`src/rtl/demux1_8_deser.sv`:
```
// demux1_8_deser: serial-to-parallel receive end for the 8:1 select path.
// Each accepted bit is steered into one slot of an 8-bit assembly register,
// which makes this a 1:8 demultiplexer driven by a 3-bit slot counter. Every
// completed byte is moved into a holding register that the consumer drains
// through a valid/ready handshake. A byte that completes while the holding
// register is still occupied is dropped, and a sticky overrun flag records it.
//
// Parameters:
//   MSB_FIRST  0: first bit of a frame lands in o[0]; 1: it lands in o[7]
// Ports:
//   clk      in   clock, rising edge
//   rst      in   asynchronous active-high reset
//   i        in   serial data bit
//   i_valid  in   i is accepted this cycle (no input backpressure)
//   sync     in   frame restart; the bit accepted with it becomes bit 0
//   s        out  slot counter (the slot the next accepted bit writes)
//   o        out  holding register (last completed word)
//   o_valid  out  o holds an unconsumed word
//   o_ready  in   consumer takes o when o_valid && o_ready
//   overrun  out  sticky: a completed word was dropped
//   clr_ovr  in   clears overrun (a new overrun in the same cycle wins)
module demux1_8_deser #(
  parameter bit MSB_FIRST = 1'b0
) (
  input  logic       clk,
  input  logic       rst,
  input  logic       i,
  input  logic       i_valid,
  input  logic       sync,
  output logic [2:0] s,
  output logic [7:0] o,
  output logic       o_valid,
  input  logic       o_ready,
  output logic       overrun,
  input  logic       clr_ovr
);

  logic [2:0] cnt_q, cnt_d;
  logic [7:0] asm_q, asm_d;
  logic [7:0] o_q, o_d;
  logic       o_valid_q, o_valid_d;
  logic       ovr_q, ovr_d;

  logic [2:0] idx;
  logic [2:0] idx_first;
  logic [7:0] word;
  logic       complete;
  logic       load;
  logic       drop;

  always_comb begin
    idx       = MSB_FIRST ? (3'd7 - cnt_q) : cnt_q;
    idx_first = MSB_FIRST ? 3'd7 : 3'd0;

    // Assembly register with the current bit already inserted.
    word      = asm_q;
    word[idx] = i;

    // sync outranks completion, even at cnt = 7.
    complete = i_valid & ~sync & (cnt_q == 3'd7);
    // A full holding register that is drained this cycle can accept the new word.
    load     = complete & (~o_valid_q | o_ready);
    drop     = complete & ~load;
  end

  always_comb begin
    cnt_d = cnt_q;
    asm_d = asm_q;
    if (sync) begin
      asm_d = 8'h00;
      if (i_valid) begin
        asm_d[idx_first] = i;
        cnt_d            = 3'd1;
      end else begin
        cnt_d = 3'd0;
      end
    end else if (i_valid) begin
      cnt_d = cnt_q + 3'd1;
      asm_d = complete ? 8'h00 : word;
    end
  end

  always_comb begin
    o_d       = o_q;
    o_valid_d = o_valid_q;
    if (load) begin
      o_d       = word;
      o_valid_d = 1'b1;
    end else if (o_valid_q && o_ready) begin
      o_valid_d = 1'b0;
    end
  end

  always_comb begin
    ovr_d = ovr_q;
    if (drop) begin
      ovr_d = 1'b1;
    end else if (clr_ovr) begin
      ovr_d = 1'b0;
    end
  end

  always_ff @(posedge clk or posedge rst) begin
    if (rst) begin
      cnt_q     <= 3'd0;
      asm_q     <= 8'h00;
      o_q       <= 8'h00;
      o_valid_q <= 1'b0;
      ovr_q     <= 1'b0;
    end else begin
      cnt_q     <= cnt_d;
      asm_q     <= asm_d;
      o_q       <= o_d;
      o_valid_q <= o_valid_d;
      ovr_q     <= ovr_d;
    end
  end

  assign s       = cnt_q;
  assign o       = o_q;
  assign o_valid = o_valid_q;
  assign overrun = ovr_q;

endmodule
```
`config.mk`:
```
export PLATFORM = sky130hd
export DESIGN_NAME = demux1_8_deser
export DESIGN_NICKNAME = d
export VERILOG_FILES = /design/src/rtl/demux1_8_deser.sv
export SDC_FILE = /design/constraint.sdc
export NUM_CORES = 1
export LEC_CHECK = 0
export ABC_AREA = 0
export CAP_MARGIN = 20
export CORE_AREA = 2 2 56 98
export CTS_CLUSTER_SIZE = 12
export DETAILED_ROUTE_END_ITERATION = 7
export DIE_AREA = 0 0 58 100
export PLACE_DENSITY_LB_ADDON = 0.15
export SLEW_MARGIN = 5
export SYNTH_ARGS = -nofsm -noshare
export SYNTH_HDL_FRONTEND = slang
export SYNTH_SLANG_ARGS = --single-unit
```
`constraint.sdc`:
```
create_clock -name clk -period 3.5 [get_ports clk]
set_input_delay 0.525 -clock clk [delete_from_list [all_inputs] [get_ports clk]]
set_output_delay 0.525 -clock clk [all_outputs]
set_load 0.005 [all_outputs]
```
==> impl_metrics.env, run 1 <==
export IMPL_status="completed"
export IMPL_cts_tree="done"
export IMPL_cp_max_fo=14
export IMPL_die_area_um2=5800
export IMPL_sw_frac_of_total_pct=27.0
export IMPL_cts_root_buf="clkbuf_8"
export IMPL_finalSetupViolCount=0
export IMPL_cts_hold_buffers=0
export IMPL_core_um2=5080
export IMPL_yosysTopAreaCell="dfrtp_1"
export IMPL_met2_usage_pct=17.4
export IMPL_critPathKind="register to register"
export IMPL_portBuffers=19
export IMPL_mostFrequentLayoutCell="dfrtp_1"
export IMPL_p_seq_share_pct=52.3
export IMPL_clock_latency_ps=270
export IMPL_max_freq_mhz=454
export IMPL_clkPwrFrac_pct=32.5
export IMPL_antenna_found_initial=0
export IMPL_finalCritPeriodShare_pct=62.9
export IMPL_routedWlPerCell_um=15.1
export IMPL_mostFrequentLayoutCells="21 x dfrtp_1, 19 x clkdlybuf4s50_1, 10 x mux2_2, 8 x nor2b_1, 8 x o21ai_0"
export IMPL_synth_nets=114
export IMPL_vdd_drop_max_mv=0.188
export IMPL_crit_path_start="s[1]"
export IMPL_cts_setup_buffers=0
export IMPL_crit_required_ps=3650
export IMPL_synth_top_family_by_area="multiplexers"
export IMPL_initial_core_util_pct=23.9
export IMPL_yosysWarnings=0
export IMPL_grt_pass1_wl_um=4620
export IMPL_reg2reg_depth=6
export IMPL_regArea_um2=526
export IMPL_clk_pin_slew_worst_paths_ps=90
export IMPL_grt_met1_usage_pct=12.8
export IMPL_syn_inst=105
export IMPL_cts_resized=0
export IMPL_slew_headroom_pct=44.6
export IMPL_report_final_slew_viol_count=0
export IMPL_fin_ws_ps=1300
export IMPL_finalHoldViolations=0
export IMPL_area_growth_pct=20.2
export IMPL_clock_path_buffers=2
export IMPL_fin_area_um2=1460
export IMPL_routed_wl_um=2650
export IMPL_grt_busiest_layer="met2"
export IMPL_start_kind="register"
export IMPL_synth_simple_area_share_pct=18.3
export IMPL_hold_slack_ps=517
export IMPL_fin_crit_ps=2200
export IMPL_ioPinCount=20
export IMPL_internal_power_uw=376
export IMPL_met3_usage_pct=1.16
export IMPL_combPwrFrac_pct=15.2
export IMPL_synth_avg_cell_area_um2=11.6
export IMPL_track_usage_pct=10.5
export IMPL_placed_cell_area_um2=1420
export IMPL_numCtsBuffers=3
export IMPL_synth_area_um2=1210
export IMPL_rr_endpoint="o[2]"
export IMPL_finalSetupTns_ps=0
export IMPL_crit_arrival_ps=2350
export IMPL_skew_ps=7.81
export IMPL_drtPass1Iterations=3
export IMPL_pre_cts_slack_ps=1210
export IMPL_htreeDepth=1
export IMPL_viasPerCell=4.58
export IMPL_die_y_um=100
export IMPL_first_iter_violations=7
export IMPL_worstSetupEndpoint="o[2]"
export IMPL_p_leak_nw=0.630
export IMPL_ff2ff_setup_slack_ps=1300
export IMPL_synthTopCellsByArea="dfrtp_1 43%, mux2_2 9.3%, mux2_4 7.4%"
export IMPL_switchingPower_uw=139
export IMPL_drc=0
export IMPL_yosysUniqueCellTypes=31
export IMPL_synth_xor_area_share_pct=0.721
export IMPL_die_w_um=58
export IMPL_rsz0062_at_grt="false"
export IMPL_vias=801
export IMPL_tightest_slew_ps=830
export IMPL_synth_top_cell_area_share_pct=43.3
export IMPL_rows=35
export IMPL_nets=130
export IMPL_cap_viol_max_count=0
export IMPL_cellPowerDensity_nw_per_um2=353
export IMPL_seq_area_frac_synth_pct=43.3
export IMPL_synth_compound_gate_area_share_pct=10.3
export IMPL_antennaDiodeCount=0
export IMPL_synthAdderAreaFrac_pct=2.06
export IMPL_synth_area_mux_share_pct=18.3
export IMPL_gp_congestion=0.725
export IMPL_grt_overflow_total=0
export IMPL_grt_max_degree=22
export IMPL_hold_path_class="register to register"
export IMPL_grt_pass1_vias=875
export IMPL_fin_util_pct=28.7
export IMPL_drive_above_1_share_pct=23.3
export IMPL_clock_sinks=21
export IMPL_nFillCells=547
export IMPL_cp_end_kind="register"
export IMPL_timing_rr_start="s[1]"
export IMPL_dpl_hpwl_um=1870
export IMPL_ant_nets=0
export IMPL_ys_seq_elements=21
export IMPL_multi_input_area_um2=604
[worst max-delay path, stage by stage (launching register included)]
cell	delay, ps
dfrtp_1	650
ha_1	240
ha_1	400
nand3b_4	120
nor2b_1	130
buf_4	200
mux2_2	350
[power groups by stage]
| stage | logic [mW] | clock network, mW | registers (mW) |
|---|---|---|---|
| finish | 0.0783 | 0.168 | 0.269 |
| global route | 0.0877 | 0.182 | 0.273 |
| CTS | 0.0803 | 0.173 | 0.270 |
| detailed placement | 0.0797 | 0 | 0.275 |
| global placement | 0.0785 | 0 | 0.274 |
| floorplan | 0.0684 | 0 | 0.262 |
[state kept, by name, summed over array words and instances, names as in the netlist]
name,cells
o,8
overrun,1
asm_q,8
o_valid,1
s,3
[final cells by class]
class | instances | area share (%)
repair buffers | 21 | 14.1
clock buffers | 4 | 3.08
multi-input cells | 71 | 41.4
well taps | 55 | 4.71
inverters | 3 | 0.771
flip-flops and latches | 21 | 36.0
[synthesized netlist by cell type (all sizes together)]
library cell  count
nand4             1
mux2             16
inv               3
a21oi             1
ha                2
nor4              1
nand2b            2
nor2              2
nand2             7
nand3             1
and3b             4
clkbuf            4
o21a              1
nor3b             3
o2bb2ai           6
buf               6
xnor2             1
o22ai             1
nor3              1
nor2b             8
o211ai            1
dfrtp            21
a31oi             1
mux2i             2
nand3b            1
o21ai             8
[metrics by stage]
step                std cells  power (mW)
finish                    175       0.515
CTS                       175       0.523
detailed placement        171       0.354
global route              175       0.543
global placement          171       0.352
floorplan                 105       0.331
[logic make-up (layout without fill, tap and decap cells)]
kind of cell,count (synthesis),count (layout)
fa+ha+maj,2,2
compound gates,19,19
buf+inv,13,28
simple gates,31,31
flops,21,21
mux,18,18
xor+xnor,1,1
[worst min-delay path by stage]
stage | from | endpoint | slack [ps] | depth (start not counted)
after floorplan | rst | asm_q[0] | 500 | 1
after global placement | o[2] | o[2] | 500 | 1
after detailed placement | o[6] | o[6] | 500 | 1
after CTS | o[6] | o[6] | 520 | 1
after global routing | o[3] | o[3] | 540 | 1
final | o[1] | o[1] | 520 | 1
[metal layers]
metal | wire [um] | vias up
li1 | - | 398
met1 | 1140 | 386
met2 | 1360 | 11
met3 | 47 | 6
met4 | 96 | 0
met5 | 0 | -
Note: power is estimated with default switching activity, not from simulation.
==> run 2, diff against run 1 <==
==> constraint.sdc (replaced) <==
create_clock -name clk -period 2 [get_ports clk]
set_input_delay 0.3 -clock clk [delete_from_list [all_inputs] [get_ports clk]]
set_output_delay 0.3 -clock clk [all_outputs]
set_load 0.005 [all_outputs]
==> run 2 against run 1 <==
Flip-flop and latch count unchanged; critical path depth is the same; via count is 5.7% higher; setup slack got worse by 1000 ps; critical endpoint is now o[4]; register-to-register slack got worse by 1000 ps; combinational power rose by 130%; wire length grew 3.0%; clock skew down 3.2 ps.
==> impl_metrics.env, run 2 (synthesis results as in run 1) <==
export IMPL_status="completed"
export IMPL_drc=0
export IMPL_path_delay_family="adder cells"
export IMPL_gp_congestion=0.742
export IMPL_crit_required_ps=2150
export IMPL_routedWlPerCell_um=14.7
export IMPL_area_growth_pct=26.5
export IMPL_die_area_um2=5800
export IMPL_track_usage_pct=10.6
export IMPL_grt_pass1_wl_um=4630
export IMPL_ioPinCount=20
export IMPL_cts_resized=0
export IMPL_antenna_found_initial=0
export IMPL_cp_cell_sequence="ha_1, ha_1, nand3b_4, nor2b_1, buf_4, mux2_2"
export IMPL_finalHoldViolations=0
export IMPL_drive_above_1_share_pct=30.0
export IMPL_first_iter_violations=4
export IMPL_grt_max_degree=22
export IMPL_fin_util_pct=30.2
export IMPL_cp_max_fo=6
export IMPL_core_um2=5080
export IMPL_cts_tree="done"
export IMPL_rsz0062_at_grt="false"
export IMPL_finalCritPeriodShare_pct=87.2
export IMPL_mostFrequentLayoutCell="dfrtp_1"
export IMPL_drtPass1Iterations=4
export IMPL_max_freq_mhz=573
export IMPL_htreeDepth=1
export IMPL_dpl_hpwl_um=2050
export IMPL_cts_root_buf="clkbuf_8"
export IMPL_fin_crit_ps=1740
export IMPL_p_leak_nw=0.684
export IMPL_report_final_slew_viol_count=0
export IMPL_antennaDiodeCount=0
export IMPL_skew_ps=4.57
export IMPL_clock_sinks=21
export IMPL_initial_core_util_pct=23.9
export IMPL_portBuffers=19
export IMPL_die_y_um=100
export IMPL_finalSetupViolCount=0
export IMPL_mostFrequentLayoutCells="21 x dfrtp_1, 19 x clkdlybuf4s50_1, 12 x buf_4, 10 x mux2_2"
export IMPL_finalSetupTns_ps=0
export IMPL_clock_path_buffers=2
export IMPL_rows=35
export IMPL_routed_wl_um=2730
export IMPL_clock_latency_ps=260
export IMPL_cap_viol_max_count=0
export IMPL_tightest_slew_ps=290
export IMPL_cp_num_buf_inv=1
export IMPL_grt_pass1_vias=947
export IMPL_vdd_drop_max_mv=0.412
export IMPL_cp_slowest_stage_delay_ps=360
export IMPL_grt_overflow_total=0
export IMPL_critPathKind="register to register"
export IMPL_vias=847
export IMPL_cts_setup_buffers=0
export IMPL_viasPerCell=4.58
export IMPL_nets=140
export IMPL_crit_arrival_ps=1900
export IMPL_clk_pin_slew_worst_paths_ps=80
export IMPL_ant_nets=0
export IMPL_cp_end_kind="register"
export IMPL_hold_path_class="input port to asynchronous set/reset pin"
export IMPL_slew_headroom_pct=80.6
export IMPL_start_kind="register"
export IMPL_cp_slowest_cell="dfrtp_1"
export IMPL_die_w_um=58
export IMPL_cellPowerDensity_nw_per_um2=594
export IMPL_cp_common_cell="ha_1"
export IMPL_numCtsBuffers=3
export IMPL_cts_hold_buffers=0
## run 2: worst paths after layout
path                       startpoint        to  slack, ps  cells past startpoint
max reg2reg                      s[0]      o[4]        260                      6
max in group asynchronous         rst  asm_q[5]       1410                      3
min reg2reg                      o[4]      o[4]        510                      1
min in group clk                 o[4]      o[4]        510                      1
min                               rst  asm_q[0]        360                      3
max                              s[0]      o[4]        260                      6
## run 2: worst register-to-register path, stage by stage, from the launching register on
cell and delay (ps):
dfrtp_1 360, ha_1 150, ha_1 290, nand3b_4 110, nor2b_1 170, buf_4 210, mux2_2 350
## run 2: per-layer routing
| metal | track usage [%] | share of wire, % | vias up |
|---|---|---|---|
| met5 | 0 | 0 | - |
| met4 | 4.83 | 1.8 | 0 |
| met3 | 1.42 | 1.8 | 4 |
| met2 | 20.2 | 59 | 11 |
| met1 | 11.0 | 37 | 413 |
| li1 | - | - | 419 |
## run 2: final cells by class
type / count / area, um2
Timing Repair Buffer: 31 / 280
Fill cell: 530 / 3540
Multi-Input combinational cell: 71 / 604
Tap cell: 55 / 68.8
Inverter: 3 / 11.3
Clock inverter: 1 / 5.00
Sequential cell: 21 / 526
Clock buffer: 3 / 41.3
## run 2: power breakdown
| part | total [mW] | switching [mW] | internal (mW) |
|---|---|---|---|
| combinational | 0.179 | 0.0870 | 0.0925 |
| clock | 0.286 | 0.147 | 0.139 |
| sequential | 0.446 | 0.00726 | 0.439 |
## run 2: metrics by stage
| stage | cell area (um2) | total power [mW] | setup WS [ps] | hold slack (ps) | std cells |
|---|---|---|---|---|---|
| after floorplan | 1210 | 0.579 | 342 | 277 | 105 |
| after global placement | 1490 | 0.636 | 120 | 491 | 181 |
| after detailed placement | 1490 | 0.638 | 124 | 493 | 181 |
| after CTS | 1540 | 0.936 | 210 | 378 | 185 |
| after global routing | 1540 | 0.973 | 107 | 400 | 185 |
| final | 1540 | 0.912 | 256 | 362 | 185 |
==> run 3, diff against run 2 <==
==> constraint.sdc (replaced) <==
create_clock -name clk -period 2.09 [get_ports clk]
set_input_delay 0.3135 -clock clk [delete_from_list [all_inputs] [get_ports clk]]
set_output_delay 0.3135 -clock clk [all_outputs]
set_load 0.005 [all_outputs]
==> run 3 against run 2 <==
Clock power down 3%; highest routed layer unchanged; critical path depth unchanged; register-to-register slack better by 120 ps; non-clock buffer count down 2; combinational power down 5%; wire length down 1.8%; sequential share of layout area up 0.37 points; die area unchanged; flip-flop and latch count unchanged; first-iteration DRC count down 50%; setup slack better by 120 ps.
==> impl_metrics.env, run 3 (synthesis results as in run 1) <==
export IMPL_status="completed"
export IMPL_die_y_um=100
export IMPL_antenna_found_initial=0
export IMPL_max_freq_mhz=583
export IMPL_die_area_um2=5800
export IMPL_area_growth_pct=25.1
export IMPL_report_final_slew_viol_count=0
export IMPL_htreeDepth=1
export IMPL_portBuffers=19
export IMPL_drtPass1Iterations=3
export IMPL_rsz0062_at_grt="false"
export IMPL_die_w_um=58
export IMPL_sw_frac_of_total_pct=26.6
export IMPL_grt_pass1_vias=897
export IMPL_nets=138
export IMPL_finalNonFillerCells=183
export IMPL_internal_power_uw=643
export IMPL_multi_input_area_um2=604
export IMPL_cp_end_kind="register"
export IMPL_core_um2=5080
export IMPL_grt_pass1_wl_um=4560
export IMPL_viasPerCell=4.62
export IMPL_cts_hold_buffers=0
export IMPL_finalCritPeriodShare_pct=82.0
export IMPL_placed_cell_area_um2=1480
export IMPL_routed_wl_um=2680
export IMPL_cts_tree="done"
export IMPL_cts_resized=0
export IMPL_fin_util_pct=29.9
export IMPL_reg2reg_depth=6
export IMPL_first_iter_violations=2
export IMPL_hold_slack_ps=373
export IMPL_drive_above_1_share_pct=28.1
export IMPL_finalHoldViolations=0
export IMPL_switchingPower_uw=232
export IMPL_p_leak_nw=0.671
export IMPL_fin_crit_ps=1710
export IMPL_ant_nets=0
export IMPL_tightest_slew_ps=399
export IMPL_fin_area_um2=1520
export IMPL_grt_max_degree=22
export IMPL_vdd_drop_max_mv=0.277
export IMPL_vias=845
export IMPL_ioPinCount=20
export IMPL_dpl_hpwl_um=1960
export IMPL_routedWlPerCell_um=14.6
export IMPL_finalSetupViolCount=0
export IMPL_combPwrFrac_pct=19.5
export IMPL_track_usage_pct=10.6
export IMPL_cellPowerDensity_nw_per_um2=576
export IMPL_cap_viol_max_count=0
export IMPL_slew_headroom_pct=73.3
export IMPL_numCtsBuffers=3
export IMPL_crit_required_ps=2250
export IMPL_dp_cells=179
export IMPL_nFillCells=534
export IMPL_clk_pin_slew_worst_paths_ps=80
export IMPL_antennaDiodeCount=0
export IMPL_gp_congestion=0.743
export IMPL_clkPwrFrac_pct=31.7
export IMPL_cts_root_buf="clkbuf_8"
export IMPL_p_seq_share_pct=48.8
export IMPL_rows=35
export IMPL_clock_path_buffers=2
export IMPL_crit_arrival_ps=1870
export IMPL_regArea_um2=526
export IMPL_critPathKind="register to register"
export IMPL_mostFrequentLayoutCells="21 x dfrtp_1, 19 x clkdlybuf4s50_1, 10 x mux2_2, 10 x buf_4"
export IMPL_clock_latency_ps=270
export IMPL_cts_setup_buffers=0
export IMPL_finalSetupTns_ps=0
export IMPL_mostFrequentLayoutCell="dfrtp_1"
export IMPL_cp_max_fo=6
export IMPL_start_kind="register"
export IMPL_grt_overflow_total=0
export IMPL_clock_sinks=21
export IMPL_initial_core_util_pct=23.9
export IMPL_drc=0
export IMPL_hold_path_class="input port to asynchronous set/reset pin"
export IMPL_skew_ps=4.26
[run 3: cell count changes in the layout (fill, tap and decap cells not counted)]
| cell | previous run | this run |
|---|---|---|
| clkinv_2 | 1 | 0 |
| buf_4 | 12 | 10 |
| clkbuf_1 | 0 | 1 |
[run 3: final timing paths]
kind | startpoint | to | slack [ps]
max | s[0] | o[0] | 380
min | rst | asm_q[2] | 370
max reg2reg | s[0] | o[0] | 380
min reg2reg | o[3] | o[3] | 510
max in group asynchronous | rst | o[3] | 1490
min in group clk | o[3] | o[3] | 510
[run 3: layer usage]
metal / global-route usage [%] / share of wire [%] / vias up
met5: 0 / 0 / -
met1: 11.7 / 39 / 404
met2: 17.7 / 53 / 15
met3: 1.29 / 2.2 / 9
met4: 8.59 / 5.7 / 0
li1: - / - / 417
[run 3: stage by stage]
stage | power, mW | worst slack (ps)
after floorplan | 0.554 | 432
after CTS | 0.895 | 324
after global placement | 0.605 | 218
final | 0.875 | 375
after global routing | 0.936 | 221
after detailed placement | 0.608 | 230
[run 3: layout make-up]
| type | count | share of cell area [%] |
|---|---|---|
| clock buffers | 4 | 2.96 |
| inverters | 3 | 0.741 |
| multi-input cells | 71 | 39.8 |
| flip-flops and latches | 21 | 34.6 |
| well taps | 55 | 4.53 |
| repair buffers | 29 | 17.4 |
[run 3: power groups by stage]
stage / sequential (mW) / combinational (mW) / clock (mW)
final: 0.427 / 0.170 / 0.278
after global routing: 0.429 / 0.190 / 0.318
after CTS: 0.427 / 0.174 / 0.294
after detailed placement: 0.436 / 0.173 / 0
after global placement: 0.434 / 0.171 / 0
after floorplan: 0.439 / 0.115 / 0
[run 3: critical path, cell delays in order (launching register included)]
cell,delay [ps]
dfrtp_1,370
ha_1,160
ha_1,270
nand3b_4,100
nor2b_1,160
buf_4,200
mux2_2,340
